`src/rtl/pipe_ctrl_pkg.sv`:
```
// Shared types and constants for the pipeline stall/flush sequencer.
package pipe_ctrl_pkg;

  localparam int REG_W_DEF = 5;
  localparam int PERF_W    = 32;

  typedef enum logic {
    ST_RUN   = 1'b0,
    ST_MWAIT = 1'b1
  } state_e;

  typedef logic [PERF_W-1:0] perf_t;

endpackage

```
`src/rtl/pipe_stall_ctrl_if.sv`:
```
// Hazard inputs and stall/flush outputs between the CPU datapath and pipe_stall_ctrl.
interface pipe_stall_ctrl_if
  import pipe_ctrl_pkg::*;
#(
  parameter int REG_W = REG_W_DEF
);
  logic             start_i;
  logic             idex_memread_i;
  logic [REG_W-1:0] idex_rt_i;
  logic [REG_W-1:0] ifid_rs_i;
  logic [REG_W-1:0] ifid_rt_i;
  logic             branch_taken_i;
  logic             mem_req_i;
  logic             mem_ack_i;
  logic             pc_stall_o;
  logic             ifid_stall_o;
  logic             ifid_flush_o;
  logic             idex_bubble_o;
  logic             exmem_stall_o;
  logic             memwb_bubble_o;
  logic             err_o;
  perf_t            stall_cycles_o;
  perf_t            flush_count_o;

  // Datapath side: drives hazard information, consumes the stall controls.
  modport master (
    output start_i, idex_memread_i, idex_rt_i, ifid_rs_i, ifid_rt_i,
           branch_taken_i, mem_req_i, mem_ack_i,
    input  pc_stall_o, ifid_stall_o, ifid_flush_o, idex_bubble_o,
           exmem_stall_o, memwb_bubble_o, err_o, stall_cycles_o, flush_count_o
  );

  modport slave (
    input  start_i, idex_memread_i, idex_rt_i, ifid_rs_i, ifid_rt_i,
           branch_taken_i, mem_req_i, mem_ack_i,
    output pc_stall_o, ifid_stall_o, ifid_flush_o, idex_bubble_o,
           exmem_stall_o, memwb_bubble_o, err_o, stall_cycles_o, flush_count_o
  );

endinterface

```
`src/rtl/load_use_detect.sv`:
```
// Combinational load-use hazard compare; register 0 never creates a hazard.
module load_use_detect
  import pipe_ctrl_pkg::*;
#(
  parameter int REG_W = REG_W_DEF
) (
  input  logic             memread_i,
  input  logic [REG_W-1:0] ex_rt_i,
  input  logic [REG_W-1:0] id_rs_i,
  input  logic [REG_W-1:0] id_rt_i,
  output logic             lu_o
);

  logic [REG_W-1:0] rs_eq;
  logic [REG_W-1:0] rt_eq;

  genvar gi;
  generate
    for (gi = 0; gi < REG_W; gi++) begin : gen_bit
      assign rs_eq[gi] = ex_rt_i[gi] ~^ id_rs_i[gi];
      assign rt_eq[gi] = ex_rt_i[gi] ~^ id_rt_i[gi];
    end
  endgenerate

  assign lu_o = memread_i && (|ex_rt_i) && ((&rs_eq) || (&rt_eq));

endmodule

```
`src/rtl/pipe_stall_ctrl.sv`:
```
// Stall/flush sequencer: memory wait > load-use > taken branch, Mealy outputs.
// Optional perf counters enabled by defining PIPE_STALL_PERF_CNT_EN.
module pipe_stall_ctrl
  import pipe_ctrl_pkg::*;
#(
  parameter int REG_W    = REG_W_DEF,
  parameter int MAX_WAIT = 255
) (
  input  logic             clk_i,
  input  logic             rst_i,
  pipe_stall_ctrl_if.slave bus
);

  localparam int                WCNT_W   = $clog2(MAX_WAIT + 1);
  localparam logic [WCNT_W-1:0] WCNT_MAX = WCNT_W'(MAX_WAIT);
  localparam logic [WCNT_W-1:0] WCNT_ONE = WCNT_W'(1);

  state_e            state_q, state_d;
  logic [WCNT_W-1:0] wcnt_q, wcnt_d;
  logic              err_q, err_d;

  logic lu;
  logic freeze;
  logic pc_stall, ifid_stall, ifid_flush, idex_bubble, exmem_stall, memwb_bubble;

  load_use_detect #(.REG_W(REG_W)) u_lu (
    .memread_i (bus.idex_memread_i),
    .ex_rt_i   (bus.idex_rt_i),
    .id_rs_i   (bus.ifid_rs_i),
    .id_rt_i   (bus.ifid_rt_i),
    .lu_o      (lu)
  );

  always_comb begin
    state_d      = state_q;
    wcnt_d       = wcnt_q;
    err_d        = err_q;
    freeze       = 1'b0;
    pc_stall     = 1'b0;
    ifid_stall   = 1'b0;
    ifid_flush   = 1'b0;
    idex_bubble  = 1'b0;
    exmem_stall  = 1'b0;
    memwb_bubble = 1'b0;
    if (rst_i) begin
      pc_stall = 1'b1;
    end else if (!bus.start_i) begin
      pc_stall   = 1'b1;
      ifid_stall = 1'b1;
    end else begin
      case (state_q)
        ST_RUN: begin
          if (bus.mem_req_i && !bus.mem_ack_i) begin
            freeze  = 1'b1;
            state_d = ST_MWAIT;
            wcnt_d  = WCNT_ONE;
          end else if (lu) begin
            pc_stall    = 1'b1;
            ifid_stall  = 1'b1;
            idex_bubble = 1'b1;
          end else if (bus.branch_taken_i) begin
            ifid_flush = 1'b1;
          end
        end
        ST_MWAIT: begin
          // A dropped request without ack is abandoned quietly, not flagged.
          if (bus.mem_ack_i || !bus.mem_req_i) begin
            state_d = ST_RUN;
            wcnt_d  = '0;
          end else begin
            freeze = 1'b1;
            if (wcnt_q != WCNT_MAX) wcnt_d = wcnt_q + WCNT_ONE;
          end
        end
        default: state_d = ST_RUN;
      endcase
      if (freeze) begin
        pc_stall     = 1'b1;
        ifid_stall   = 1'b1;
        exmem_stall  = 1'b1;
        memwb_bubble = 1'b1;
        if (wcnt_d == WCNT_MAX) err_d = 1'b1;
      end
    end
  end

  always_ff @(posedge clk_i) begin
    if (rst_i) begin
      state_q <= ST_RUN;
      wcnt_q  <= '0;
      err_q   <= 1'b0;
    end else begin
      state_q <= state_d;
      wcnt_q  <= wcnt_d;
      err_q   <= err_d;
    end
  end

  assign bus.pc_stall_o     = pc_stall;
  assign bus.ifid_stall_o   = ifid_stall;
  assign bus.ifid_flush_o   = ifid_flush;
  assign bus.idex_bubble_o  = idex_bubble;
  assign bus.exmem_stall_o  = exmem_stall;
  assign bus.memwb_bubble_o = memwb_bubble;
  assign bus.err_o          = err_q && !rst_i && bus.start_i;

`ifdef PIPE_STALL_PERF_CNT_EN
  perf_t stall_cnt_q;
  perf_t flush_cnt_q;

  always_ff @(posedge clk_i) begin
    if (rst_i) begin
      stall_cnt_q <= '0;
      flush_cnt_q <= '0;
    end else begin
      if (pc_stall && bus.start_i) stall_cnt_q <= stall_cnt_q + perf_t'(1);
      if (ifid_flush)              flush_cnt_q <= flush_cnt_q + perf_t'(1);
    end
  end

  assign bus.stall_cycles_o = (rst_i || !bus.start_i) ? '0 : stall_cnt_q;
  assign bus.flush_count_o  = (rst_i || !bus.start_i) ? '0 : flush_cnt_q;
`else
  assign bus.stall_cycles_o = '0;
  assign bus.flush_count_o  = '0;
`endif

endmodule

```
`src/flat_wrapper.sv`:
```
// flat-port wrapper written by rule: the top's interface ports become plain ports
module pipe_stall_ctrl_flat import pipe_ctrl_pkg::*;
#(
  parameter int REG_W    = REG_W_DEF,
  parameter int MAX_WAIT = 255
)
  (clk_i, rst_i, bus_start_i, bus_idex_memread_i, bus_idex_rt_i, bus_ifid_rs_i, bus_ifid_rt_i, bus_branch_taken_i, bus_mem_req_i, bus_mem_ack_i, bus_pc_stall_o, bus_ifid_stall_o, bus_ifid_flush_o, bus_idex_bubble_o, bus_exmem_stall_o, bus_memwb_bubble_o, bus_err_o, bus_stall_cycles_o, bus_flush_count_o);
  pipe_stall_ctrl_if #(.REG_W(REG_W)) bus_i ();
  input  logic clk_i;
  input  logic rst_i;
  input wire logic [$bits(bus_i.start_i)-1:0] bus_start_i;
  input wire logic [$bits(bus_i.idex_memread_i)-1:0] bus_idex_memread_i;
  input wire logic [$bits(bus_i.idex_rt_i)-1:0] bus_idex_rt_i;
  input wire logic [$bits(bus_i.ifid_rs_i)-1:0] bus_ifid_rs_i;
  input wire logic [$bits(bus_i.ifid_rt_i)-1:0] bus_ifid_rt_i;
  input wire logic [$bits(bus_i.branch_taken_i)-1:0] bus_branch_taken_i;
  input wire logic [$bits(bus_i.mem_req_i)-1:0] bus_mem_req_i;
  input wire logic [$bits(bus_i.mem_ack_i)-1:0] bus_mem_ack_i;
  output wire logic [$bits(bus_i.pc_stall_o)-1:0] bus_pc_stall_o;
  output wire logic [$bits(bus_i.ifid_stall_o)-1:0] bus_ifid_stall_o;
  output wire logic [$bits(bus_i.ifid_flush_o)-1:0] bus_ifid_flush_o;
  output wire logic [$bits(bus_i.idex_bubble_o)-1:0] bus_idex_bubble_o;
  output wire logic [$bits(bus_i.exmem_stall_o)-1:0] bus_exmem_stall_o;
  output wire logic [$bits(bus_i.memwb_bubble_o)-1:0] bus_memwb_bubble_o;
  output wire logic [$bits(bus_i.err_o)-1:0] bus_err_o;
  output wire logic [$bits(bus_i.stall_cycles_o)-1:0] bus_stall_cycles_o;
  output wire logic [$bits(bus_i.flush_count_o)-1:0] bus_flush_count_o;
  assign bus_i.start_i = bus_start_i;
  assign bus_i.idex_memread_i = bus_idex_memread_i;
  assign bus_i.idex_rt_i = bus_idex_rt_i;
  assign bus_i.ifid_rs_i = bus_ifid_rs_i;
  assign bus_i.ifid_rt_i = bus_ifid_rt_i;
  assign bus_i.branch_taken_i = bus_branch_taken_i;
  assign bus_i.mem_req_i = bus_mem_req_i;
  assign bus_i.mem_ack_i = bus_mem_ack_i;
  assign bus_pc_stall_o = bus_i.pc_stall_o;
  assign bus_ifid_stall_o = bus_i.ifid_stall_o;
  assign bus_ifid_flush_o = bus_i.ifid_flush_o;
  assign bus_idex_bubble_o = bus_i.idex_bubble_o;
  assign bus_exmem_stall_o = bus_i.exmem_stall_o;
  assign bus_memwb_bubble_o = bus_i.memwb_bubble_o;
  assign bus_err_o = bus_i.err_o;
  assign bus_stall_cycles_o = bus_i.stall_cycles_o;
  assign bus_flush_count_o = bus_i.flush_count_o;
  pipe_stall_ctrl #(.REG_W(REG_W), .MAX_WAIT(MAX_WAIT)) u_core (.clk_i(clk_i), .rst_i(rst_i), .bus(bus_i));
endmodule
```
`config.mk`:
```
export PLATFORM = sky130hd
export DESIGN_NAME = pipe_stall_ctrl_flat
export DESIGN_NICKNAME = d
export VERILOG_FILES = /design/src/rtl/pipe_ctrl_pkg.sv /design/src/rtl/pipe_stall_ctrl_if.sv /design/src/rtl/load_use_detect.sv /design/src/rtl/pipe_stall_ctrl.sv /design/src/flat_wrapper.sv
export SDC_FILE = /design/constraint.sdc
export NUM_CORES = 1
export LEC_CHECK = 0
export BUFFER_PORTS_ARGS = -buffer_cell sky130_fd_sc_hd__buf_2
export CORE_AREA = 2 2 70 72
export DETAILED_ROUTE_END_ITERATION = 6
export DIE_AREA = 0 0 72 74
export PLACE_DENSITY = 0.66
export SLEW_MARGIN = 15
export SYNTH_ARGS = -nofsm -noshare
export SYNTH_HDL_FRONTEND = slang
export SYNTH_SLANG_ARGS = --single-unit
```
`constraint.sdc`:
```
create_clock -name clk_i -period 2.9 [get_ports clk_i]
set_clock_uncertainty 0.05 [all_clocks]
set_input_delay 0.435 -clock clk_i [delete_from_list [all_inputs] [get_ports clk_i]]
set_output_delay 0.435 -clock clk_i [all_outputs]
set_load 0.02 [all_outputs]
```
* Word-level counts from Yosys, hierarchy flattened
Index checks and enable logic that the tools add are counted.
** Word-level totals
- Register bits after elaboration :: 10
- Bits in latches :: 0
- Memory bits (writable) :: 0
- Bits in read-only memories :: 0
- Input bits :: 22
- Output and inout bits :: 71
- Word-level logic and storage cells :: 60
- Memories :: 0
** Cells by class
- Add/subtract/negate cells :: 1
- Multiply operators :: 0
- Div/mod/pow operators :: 0
- $lt $le $gt $ge :: 0
- Eq/ne operators :: 2
- Shifts and indexed selects :: 0
- Mux-type cells :: 29
- Bitwise operators :: 11
- Reductions and logical operators :: 14
** Operators with widths (number)
- $mux 8 :: 5
- $mux 1 :: 22
- $pmux 8 s2 :: 1
- $reduce_and 5->1 :: 2
- $xnor 1x1->1 :: 10
- $add 8x1->8 const B :: 1
- $eq 8x8->1 const B :: 1
- $ne 8x8->1 const B :: 1
- $logic_and 1x1->1 :: 5
- $reduce_or 5->1 :: 1
- $logic_not 1->1 :: 3
- $reduce_and 3->1 :: 1
- $logic_or 1x1->1 :: 2
- $pmux 1 s2 :: 1
- $not 1->1 :: 1

* Longest topological paths before layout
- Depth in word-level cells :: 10
- Mapped depth :: 7
- Mapped depth without buffers :: 7

* Hierarchy
A second synthesis with hierarchy kept.
** Second synthesis, totals
- Cells, all modules :: 197
- Area total of the unflattened synthesis :: 1455.1 sq um
** By module, submodules not included
- pipe_stall_ctrl :: times used 1, cells an instance 180, area each 1330.0 sq um, sequential area each 200.2 sq um
- load_use_detect :: times used 1, cells an instance 17, area each 125.1 sq um, sequential area each 0.0 sq um

* Worst setup path before layout
No wires, ideal clock.
- Path type :: input port to output port
- Start point :: input bus_idex_rt_i[4]
- End point :: output bus_ifid_stall_o
- Arrival :: 1.704 ns
- Required time :: 2.415 ns
- Setup slack :: 0.711 ns
- Cell stages on the path :: 6
- Path buffers :: 0
- Cell sequence :: xnor2_1 > nand3_1 > nor3_1 > o221ai_1 > or2_2 > a31oi_1
** Between the ends
- Longest elaborated chain between the ends :: 10
- Elaborated cells on any way between the ends :: 14
- Those cells by class :: mux (6); bitwise (2); reduce/logical (6)
** Ends and longest elaborated chain
- from (decl) :: line flat_wrapper.sv:13 : input wire logic [$bits(bus_i.idex_rt_i)-1:0] bus_idex_rt_i;
- $xnor 1x1->1, on equally long branches :: line load_use_detect.sv:20, load_use_detect.sv:21
- $reduce_and 5->1 :: line load_use_detect.sv:25 : assign lu_o = memread_i && (|ex_rt_i) && ((&rs_eq) || (&rt_eq));
- $logic_or 1x1->1 :: line load_use_detect.sv:25
- $logic_and 1x1->1 * :: line load_use_detect.sv:25
- $mux 1 * :: line pipe_stall_ctrl.sv:57 : end else if (lu) begin
- $mux 1 * :: line pipe_stall_ctrl.sv:53 : if (bus.mem_req_i && !bus.mem_ack_i) begin
- $mux 1 * :: line pipe_stall_ctrl.sv:51 : case (state_q)
- $mux 1 * :: line pipe_stall_ctrl.sv:77 : if (freeze) begin
- $mux 1 * :: line pipe_stall_ctrl.sv:47 : end else if (!bus.start_i) begin
- $mux 1 * :: line pipe_stall_ctrl.sv:45 : if (rst_i) begin
- to (decl) :: line flat_wrapper.sv:20 : output wire logic [$bits(bus_i.ifid_stall_o)-1:0] bus_ifid_stall_o;
Mark *: on every way between the ends. The rest lies on a longest branch, timed or not.

* Worst setup path in the final report
- Start point :: input bus_idex_rt_i[0]
- End point :: output bus_ifid_stall_o
The elaborated chain is that of the path after synthesis.

==> reports/results.txt <==
The run finished with clean final reports. The most crowded layer after global routing was met2. The run gives 5328 um^2 as the die area. The total of endpoints with negative setup slack in the final report is 0, and the total length of routed wires is 2538 um. Number of rows in the core area: 25. The most used cell along the critical path was sky130_fd_sc_hd__buf_2. The final-report max-slew violation count came out at 0.

Global routing used 10.32% of the available met1 tracks. The first global-routing pass estimated 3726 um of wire. The post-layout net count came out at 228. Post-cts resize count: 0. Worst min-delay path category: register to register. The post-synthesis cell count is 177. The total area inside the core boundary comes to 4598 um^2. Registers are responsible for 31.2% of the overall power.

The reported max-cap violation count was 0. Setup repair after global routing left no endpoint under its margin. The met2 global-route usage was 14.09%. Clock-pin slew of the registers on the worst-case setup and hold paths: 0.05 ns.

The worst setup path is of the input port to output port kind. The average cell area after synthesis came out at 7.408 um^2. The I/O pin count came out at 93. The clock network is responsible for 38.3% of the overall power.

In this run, the number of DRC markers left after iteration 0 of detailed routing was 46. For the worst setup path, the data arrival time is 1.87 ns. The logs give 8.931% for the global-route total usage across every layer and 16 for the largest net degree at the start of global routing.

The critical path goes through buf_2, xnor2_1, nand3_1, nor3_1, o221ai_1, or2_2, a31oi_1, buf_2. The run gives 0 as the buffers inserted during post-CTS setup optimization. The die height was 74 um.

For this run, the slowest stage of the critical path takes 0.33 ns. The logs give 10 for the number of clock sinks and 0.24 ns for the clock latency of the later-clocked register in the worst-skew pair. The repair_antennas step left the layout with diodes totalling 0.

TritonCTS built the clock tree. The master of the slowest instance on the critical path is sky130_fd_sc_hd__or2_2. The switching share of total power came out at 37.71%. The shortest period the worst path allows works out to 2.359 ns. No sink is reached through more buffers than the 2 on the longest clock path. The number of vias in the routed layout was 1098.

The worst IR drop on VDD came out at 120.3 uV. The tools report the nature of the critical path endpoint as an output port. After detailed routing, the number of vias per cell comes to 4.256. The logs give 858 for the via count of the first global-routing pass and 36 for the count of different cell masters after synthesis. Buffers placed on the I/O ports in this run total 28. Summed over all nets, the switching power comes to 0.1766 mW. The half-perimeter wire length after placement was 1987 um. Excluding fillers, the count of instances in the completed layout stands at 258. Along the worst path, the maximum fanout reaches 3. For this run, the number of Yosys warnings is 0.

Final global-route overflow total: 0. For the standby leakage power, the log shows 0.6157 nW. In this run, placement finished with an instance count of 254.

The number of buffers and inverters on the critical path is 2. On the critical path the largest part of the delay comes from simple AND/OR/NAND/NOR gates. The count of final hold-check violations was 0; the met3 track demand over resource in global routing was 3.523%. Sequential elements use 15.27% of the synthesized area. The tools report the iteration count of the initial detailed-routing pass as 4. The internal power consumption was 0.2917 mW. The tree is rooted in a sky130_fd_sc_hd__clkbuf_8. Dividing the detail-routed wire length by the instance count gives 9.837 um. Counting flops and latches in the post-synthesis netlist gives 10. The number of levels the H-tree was split into is 1. The floorplan step set the die width to 72 um.

The proportion of layout cells with a drive suffix above 1 was 18.63%. For this run, design rule violations remaining after detail routing come to 0. At the end of routability-driven placement, the weighted congestion stood at 0.8593. The run gives 528 as the filler cell count.

The post-route setup TNS is 0 ns, and the power density over the cells is 357.5 nW/um^2. Counting the buffers created by CTS gives 3. Data on the critical path is required at its endpoint by 2.41 ns. Final cycle utilization of the critical path: 81.34%. The cell area after synthesis was 1311 um^2; the achievable frequency was 423.9 MHz. From synthesis to final layout, the design area changed by -0.09518%.

The number of antenna violations at the first check in global routing is 0. Once the floorplan was initialized, standard cells occupied 28.52% of the core. The run gives 30.6% as the relative contribution of combinational cells to total power.

The antenna violation net count after detailed routing came out at 0. The worst setup path is launched from an input port. Buffers inserted to repair hold after CTS numbered 0.
sequential cells by signal, indices dropped and copies added (netlist names):
| register | flops |
|---|---|
| u_core.err_q | 1 |
| u_core.state_q | 1 |
| u_core.wcnt_q | 8 |
layer usage:
layer  up-vias  part of all wire (%)  wire length, um
met5         -                     0                0
met4         0                   1.1               27
met3         4                    11              287
met2        73                    47             1194
met1       489                    41             1028
li1        532                     -                -
Yosys cell counts:
cell type / instances / area share (%)
sky130_fd_sc_hd__xnor2_1: 6 / 4.0
sky130_fd_sc_hd__conb_1: 1 / 0.29
sky130_fd_sc_hd__and3_1: 2 / 0.95
sky130_fd_sc_hd__and2_0: 1 / 0.48
sky130_fd_sc_hd__o21ai_0: 6 / 2.3
sky130_fd_sc_hd__a21oi_1: 5 / 1.9
sky130_fd_sc_hd__inv_1: 2 / 0.57
sky130_fd_sc_hd__mux2i_1: 1 / 0.76
sky130_fd_sc_hd__or2_2: 1 / 0.48
sky130_fd_sc_hd__dfxtp_1: 10 / 15
sky130_fd_sc_hd__buf_4: 65 / 37
sky130_fd_sc_hd__o31ai_2: 1 / 0.95
sky130_fd_sc_hd__nor3_1: 7 / 2.7
sky130_fd_sc_hd__nor2b_4: 1 / 1.0
sky130_fd_sc_hd__nand3_1: 6 / 2.3
sky130_fd_sc_hd__nand2_1: 13 / 3.7
sky130_fd_sc_hd__xor2_1: 5 / 3.3
sky130_fd_sc_hd__o221ai_1: 2 / 1.3
sky130_fd_sc_hd__ha_1: 1 / 0.95
sky130_fd_sc_hd__nor4_1: 1 / 0.48
sky130_fd_sc_hd__a211oi_1: 2 / 1.1
sky130_fd_sc_hd__nand2b_1: 2 / 0.95
sky130_fd_sc_hd__a22oi_1: 4 / 2.3
sky130_fd_sc_hd__nand4_1: 2 / 0.95
sky130_fd_sc_hd__a31oi_1: 4 / 1.9
sky130_fd_sc_hd__nor2_1: 12 / 3.4
sky130_fd_sc_hd__mux2_2: 1 / 0.86
sky130_fd_sc_hd__nor4b_1: 1 / 0.67
sky130_fd_sc_hd__nor2_4: 1 / 0.86
sky130_fd_sc_hd__and2_4: 1 / 0.67
sky130_fd_sc_hd__clkbuf_1: 2 / 0.57
sky130_fd_sc_hd__or4_1: 3 / 1.7
sky130_fd_sc_hd__and4_1: 2 / 1.3
sky130_fd_sc_hd__a21boi_0: 1 / 0.57
sky130_fd_sc_hd__clkbuf_2: 1 / 0.38
sky130_fd_sc_hd__a22o_1: 1 / 0.67
metrics by stage:
step | utilization, % | total power, mW | hold WS (ns) | instance area, um^2 | setup WS [ns]
2_1_floorplan | - | 0.3265 | 0.3767 | 1548 | 0.7110
3_3_place_gp | 27.29 | 0.2893 | 0.3856 | 1255 | 0.5576
3_5_place_dp | 27.29 | 0.2897 | 0.4108 | 1255 | 0.5342
4_1_cts | 28.49 | 0.4711 | 0.4231 | 1310 | 0.5276
5_1_grt | 28.49 | 0.4938 | 0.4420 | 1310 | 0.4435
6_report | 28.49 | 0.4683 | 0.4094 | 1310 | 0.5411
worst paths after layout:
path	endpoint	cells after the start	slack [ns]	from
max	bus_ifid_stall_o	8	0.54	bus_idex_rt_i[0]
min	u_core.err_q	2	0.41	u_core.err_q
max reg2reg	u_core.err_q	6	0.60	u_core.wcnt_q[0]
min reg2reg	u_core.err_q	2	0.41	u_core.err_q
area by class of cell:
class / count / area [um^2] / area share, %
Inverter: 2 / 7.507 / 0.5731
Timing Repair Buffer: 28 / 140.1 / 10.70
Clock buffer: 4 / 55.05 / 4.202
Multi-Input combinational cell: 160 / 839.6 / 64.09
Sequential cell: 10 / 200.2 / 15.28
Tap cell: 54 / 67.56 / 5.158
power groups by stage:
stage / clock network (mW) / registers, mW / logic [mW]
after floorplan: 0 / 0.146 / 0.180
after global placement: 0 / 0.148 / 0.141
after detailed placement: 0 / 0.148 / 0.141
after CTS: 0.184 / 0.146 / 0.142
after global routing: 0.192 / 0.146 / 0.156
final: 0.179 / 0.146 / 0.143
cell usage in the layout (no fill, tap or decap), drive strengths merged, types with 2 or more instances in the layout:
master,n
a211oi,2
a21oi,5
a22oi,4
a31oi,4
and2,2
and3,2
and4,2
buf,28
clkbuf,4
conb,64
dfxtp,10
inv,2
nand2,13
nand2b,2
nand3,6
nand4,2
nor2,13
nor3,7
o21ai,6
o221ai,2
or4,3
xnor2,6
xor2,5
worst register-to-register path: stages (launching register included):
cell                      delay [ns]
sky130_fd_sc_hd__dfxtp_1        0.44
sky130_fd_sc_hd__ha_1           0.25
sky130_fd_sc_hd__and3_1         0.22
sky130_fd_sc_hd__a31oi_1        0.09
sky130_fd_sc_hd__or4_1          0.50
sky130_fd_sc_hd__or4_1          0.49
sky130_fd_sc_hd__o31ai_2        0.18
cell families (layout without fill, tap and decap cells):
| family | count (synthesis) | after routing | synth area share (%) |
|---|---|---|---|
| multiplexers | 2 | 2 | 1.622 |
| AND/OR/NAND/NOR | 56 | 56 | 22.71 |
| adder cells (fa/ha/maj) | 1 | 1 | 0.9540 |
| other | 1 | 64 | 0.2860 |
| XOR/XNOR | 11 | 11 | 7.347 |
| buffers and inverters | 70 | 34 | 38.74 |
| AO/OA/AOI/OAI | 26 | 26 | 13.07 |
| flip-flops | 10 | 10 | 15.27 |
Power figures use the tool's default switching activity.
